$ cat config.mk
export PLATFORM = sky130hd
export DESIGN_NAME = ex_branch_resolve
export DESIGN_NICKNAME = d
export VERILOG_FILES = /design/src/rtl/ex_branch_resolve.sv
export SDC_FILE = /design/constraint.sdc
export NUM_CORES = 1
export LEC_CHECK = 0
export ABC_AREA = 1
export BUFFER_PORTS_ARGS = -buffer_cell sky130_fd_sc_hd__buf_2
export CORE_MARGIN = 2
export CORE_UTILIZATION = 51
export DETAILED_ROUTE_END_ITERATION = 8
export PLACE_DENSITY = 0.81
export SKIP_CTS_REPAIR_TIMING = 1
export SYNTH_ARGS = -nofsm -noshare
export SYNTH_HDL_FRONTEND = slang
export SYNTH_SLANG_ARGS = --single-unit
$ cat constraint.sdc
create_clock -name clk -period 5.4 [get_ports clk]
set_input_delay 0.27 -clock clk [delete_from_list [all_inputs] [get_ports clk]]
set_output_delay 0.27 -clock clk [all_outputs]
set_load 0.1 [all_outputs]
$ cat src/rtl/ex_branch_resolve.sv
// rtl/ex_branch_resolve.sv - execute-stage branch resolution with wrong-path squash and perf counters
// One-cycle registered resolve; a mispredict kills the next SQUASH_CYCLES accepted cycles.
module ex_branch_resolve #(
   parameter int SQUASH_CYCLES = 2
) (
   input  logic        clk,
   input  logic        reset,
   input  logic        valid_i,
   input  logic        stall_i,
   input  logic        flush_i,
   input  logic        is_branch_i,
   input  logic        is_jump_i,
   input  logic [2:0]  funct3_i,
   input  logic        predicted_taken_i,
   input  logic [31:0] alu_result_i,
   input  logic        neg_flag_i,
   input  logic        zero_flag_i,
   input  logic        carry_flag_i,
   input  logic        v_flag_i,
   input  logic [31:0] pc_target_i,
   input  logic [31:0] pc_plus4_i,
   output logic        valid_o,
   output logic [31:0] alu_result_o,
   output logic        taken_o,
   output logic        mispredict_o,
   output logic [31:0] redirect_pc_o,
   output logic        squash_o,
   output logic [31:0] branch_count_o,
   output logic [31:0] mispredict_count_o
);

   localparam logic [1:0] SQ_LOAD = 2'(SQUASH_CYCLES);

   typedef enum logic {
      IDLE,
      SQUASH
   } state_t;

   state_t      state_q, state_d;
   logic [1:0]  sq_cnt_q, sq_cnt_d;
   logic        valid_q, valid_d;
   logic        taken_q, taken_d;
   logic        misp_q, misp_d;
   logic [31:0] alu_q, alu_d;
   logic [31:0] redirect_q, redirect_d;
   logic [31:0] br_cnt_q, br_cnt_d;
   logic [31:0] mp_cnt_q, mp_cnt_d;

   logic cond_taken;
   logic taken;
   logic mispredict;
   logic accept;

   // Carry set means "no borrow", so BLTU is taken on !carry and BGEU on carry.
   always_comb begin
      cond_taken = 1'b0;
      case (funct3_i)
         3'b000:  cond_taken = zero_flag_i;
         3'b001:  cond_taken = !zero_flag_i;
         3'b100:  cond_taken = neg_flag_i ^ v_flag_i;
         3'b101:  cond_taken = !(neg_flag_i ^ v_flag_i);
         3'b110:  cond_taken = !carry_flag_i;
         3'b111:  cond_taken = carry_flag_i;
         default: cond_taken = 1'b0;
      endcase
   end

   assign taken      = is_jump_i ? 1'b1 : (is_branch_i ? cond_taken : 1'b0);
   assign mispredict = (is_branch_i | is_jump_i) & (taken != predicted_taken_i);
   assign accept     = valid_i & ~stall_i & ~flush_i & (state_q == IDLE);

   always_comb begin
      state_d    = state_q;
      sq_cnt_d   = sq_cnt_q;
      valid_d    = valid_q;
      taken_d    = taken_q;
      misp_d     = misp_q;
      alu_d      = alu_q;
      redirect_d = redirect_q;
      br_cnt_d   = br_cnt_q;
      mp_cnt_d   = mp_cnt_q;

      if (flush_i) begin
         valid_d  = 1'b0;
         taken_d  = 1'b0;
         misp_d   = 1'b0;
         state_d  = IDLE;
         sq_cnt_d = 2'd0;
      end else if (!stall_i) begin
         valid_d = 1'b0;
         taken_d = 1'b0;
         misp_d  = 1'b0;
         case (state_q)
            IDLE: begin
               if (accept) begin
                  valid_d    = 1'b1;
                  taken_d    = taken;
                  misp_d     = mispredict;
                  alu_d      = alu_result_i;
                  redirect_d = taken ? pc_target_i : pc_plus4_i;
                  if (is_branch_i && !is_jump_i && (br_cnt_q != 32'hFFFF_FFFF))
                     br_cnt_d = br_cnt_q + 32'd1;
                  if (mispredict && (mp_cnt_q != 32'hFFFF_FFFF))
                     mp_cnt_d = mp_cnt_q + 32'd1;
                  if (mispredict) begin
                     state_d  = SQUASH;
                     sq_cnt_d = SQ_LOAD;
                  end
               end
            end
            SQUASH: begin
               // Wrong-path inputs are dropped; leave once the count runs out.
               if (sq_cnt_q <= 2'd1) begin
                  state_d  = IDLE;
                  sq_cnt_d = 2'd0;
               end else begin
                  sq_cnt_d = sq_cnt_q - 2'd1;
               end
            end
            default: begin
               state_d  = IDLE;
               sq_cnt_d = 2'd0;
            end
         endcase
      end
   end

   always_ff @(posedge clk or posedge reset) begin
      if (reset) begin
         state_q    <= IDLE;
         sq_cnt_q   <= 2'd0;
         valid_q    <= 1'b0;
         taken_q    <= 1'b0;
         misp_q     <= 1'b0;
         alu_q      <= 32'd0;
         redirect_q <= 32'd0;
         br_cnt_q   <= 32'd0;
         mp_cnt_q   <= 32'd0;
      end else begin
         state_q    <= state_d;
         sq_cnt_q   <= sq_cnt_d;
         valid_q    <= valid_d;
         taken_q    <= taken_d;
         misp_q     <= misp_d;
         alu_q      <= alu_d;
         redirect_q <= redirect_d;
         br_cnt_q   <= br_cnt_d;
         mp_cnt_q   <= mp_cnt_d;
      end
   end

   assign valid_o            = valid_q;
   assign alu_result_o       = alu_q;
   assign taken_o            = taken_q;
   assign mispredict_o       = misp_q;
   assign redirect_pc_o      = redirect_q;
   assign squash_o           = (state_q == SQUASH);
   assign branch_count_o     = br_cnt_q;
   assign mispredict_count_o = mp_cnt_q;

endmodule

==> impl_metrics.yaml <==
placement:
  finalWeightedCongestion: 0.9244
  hpwlAfterDp_um: 13440
  place_area_um2: 8225
  io_buffers: 242
yosys:
  synth.distinct_cells: 29
  synth_edf_count: 0
  synth_ff_type: "dfrtp_1"
  synth.avg_cell_area_um2: 7.778
  synth_seq_area_share_pct: 48.17
  synthTopCellsByArea: "dfrtp_1 (48%), nand2_1 (16%), xor2_1 (5.5%)"
  yosys_warnings: 0
  synth_top_area_share_pct: 48.17
  synth-seq-cells: 134
  netlist_instances: 895
  synth.largest_area_cell: "dfrtp_1"
  async_reset_ff_share_pct: 100.0
  syn_area_um2: 6962
  synthesis.nets: 1008
clock_network:
  cts_inserted_buffers: 17
  clockRootBuffer: "clkbuf_16"
  insertion_delay_ns: 0.42
  clk_pin_slew_ns: 0.06
  clock_sinks: 134
  htree_levels: 4
  cts_tree: "done"
  clk_path_buf_depth: 2
global_route:
  grtUsageTotal_pct: 26.32
  grt_pass1_vias: 6281
  antenna_found_initial: 1
  grt_max_degree: 76
  overflow: 0
  grt_pass1_wl_um: 30400
sta:
  period_share_pct: 45.83
  skew_ns: 0.01465
  rsz0062_at_grt: "false"
  fmax_mhz: 404.1
  finalSetupViolations: 0
  tightestPinTransition_ns: 1.041
  maxSlewHeadroom_pct: 30.53
  finalHoldViolCount: 74
  period_needed_ns: 2.475
  tns_ns: 0
  whs_ns: -0.05726
  maxSlewViolCount: 0
layout:
  diodes: 0
  multi_input_area_um2: 3132
  nets: 1238
  nFillCells: 1138
  syn2layout_area_growth_pct: 27.17
  regArea_um2: 3353
  drive_gt1_share_pct: 26.19
  fin_area_um2: 8853
critical_path:
  critPathMaxFanout: 66
  crit_arrival_ns: 2.77
  end_kind: "register"
  worstSetupStartpointType: "register"
  path_class: "reg -> reg"
  critPathRequiredTime_ns: 5.70
floorplanning:
  ios: 243
  dieArea_um2: 14600
  core.rowCount: 42
  initial_core_util_pct: 52.36
  die_w_um: 120.8
  core_area_um2: 13300
  fp.dieH_um: 120.8
drt:
  detail_route.wl_per_cell_um: 14.09
  drt_wl_total_um: 18520
  vias_per_cell: 5.049
  ant_nets: 0
  vias: 6634
  drt-initial-drc-count: 562
  drc: 0
  first_pass_iters: 5
min_path:
  hold_path_class: "in -> async"
power_and_ir_drop:
  powerDensity_nw_per_um2: 429.4
  ir_drop_mv: 0.2932
  p_leak_nw: 4.576
run_status:
  status: "finished, violations left"
  violations: "hold timing"
flow_run:
  cap_viol_max_count: 0
## stage by stage
stage | hold slack [ns] | setup WS, ns | power [W] | util [%] | std cells
after floorplan | 0.3796 | 1.547 | 0.002334 | - | 895
after global routing | 0.003337 | 2.572 | 0.003939 | 66.59 | 1314
final | -0.05726 | 2.925 | 0.003801 | 66.59 | 1314
after CTS | -0.01594 | 2.897 | 0.003823 | 66.59 | 1314
after detailed placement | 0.4291 | 2.924 | 0.002585 | 61.87 | 1282
after global placement | 0.4274 | 2.960 | 0.002572 | 61.87 | 1282
## cell families after synthesis
group,share of synthesized area (%)
buf+inv,6.884
flops,48.17
simple gates,29.35
compound gates,7.567
xor+xnor,7.674
fa+ha+maj,0.3594
## critical path, cell delays in order (launching register included)
cell	delay, ns
dfrtp_1	0.41
nor2_1	0.17
nand2_2	0.08
inv_2	0.68
nand3_4	0.63
nand2_1	0.28
o21ai_2	0.07
## final timing paths
check                           cells after the start               endpoint  slack (ns)             start
max in group asynchronous                           3                taken_o        4.23             reset
worst min-delay path                                2     branch_count_o[20]       -0.06             reset
worst max register to register                      6  mispredict_count_o[2]        2.93          squash_o
worst max-delay path                                6  mispredict_count_o[2]        2.93          squash_o
min in group clk                                    3       alu_result_o[29]        0.04  alu_result_i[29]
worst min register to register                      2       alu_result_o[29]        0.47  alu_result_o[29]
## cells in the mapped netlist (2+ instances only)
master    count
buf_2         8
buf_6         7
clkbuf_1     17
dfrtp_1     134
ha_1          2
inv_1        76
nand2_1     299
nand2_2       5
nand3_1      21
nand3_2       2
nand4_1      19
nor2_1      100
nor2_2        2
nor3_1       23
nor3_2        3
nor3_4        2
nor4_1        5
o21ai_0      68
o21ai_1      33
xnor2_1      17
xor2_1       44
## state kept, by name, summed over array words and instances, names as in the netlist
name and flops:
squash_o 1, redirect_pc_o 32, mispredict_count_o 32, mispredict_o 1, alu_result_o 32, taken_o 1, branch_count_o 32, sq_cnt_q 2
valid_o 1
## layer usage
metal / global-route usage, % / up-vias / share of wire, %
met4: 10.32 / 2 / 2.9
met1: 33.59 / 3019 / 42
met5: 0 / - / 0.070
met3: 7.311 / 45 / 6.7
li1: - / 3298 / -
met2: 42.42 / 270 / 48
## cells in the final DEF, fill, tap and decap left out, types with 3 or more instances in the layout
master and instances:
nand2_1 298, buf_2 242, dfrtp_1 134, nor2_1 100, inv_1 74, o21ai_0 68
xor2_1 44, o21ai_1 33, nor3_1 23, nand3_1 21, nand4_1 19, xnor2_1 17
clkbuf_16 17, nand2_2 6, nor4_1 5, clkinvlp_4 5, inv_6 4, bufinv_16 4
nor3_2 3
## area by class of cell
type	instances	share of cell area [%]
Clock buffer	17	4.805
Sequential cell	134	37.87
Clock inverter	15	2.289
Timing Repair Buffer	244	13.85
Multi-Input combinational cell	651	35.37
Inverter	77	3.321
Tap cell	176	2.487
## power by group
group / leakage [nW] / internal [W] / switching (W)
clock network: 0.292 / 0.000775 / 0.000459
logic: 2.54 / 0.000195 / 0.00115
registers: 1.75 / 0.00113 / 0.0000965
total: 4.58 / 0.00210 / 0.00170
No activity file was read; power rests on OpenSTA's default activity.
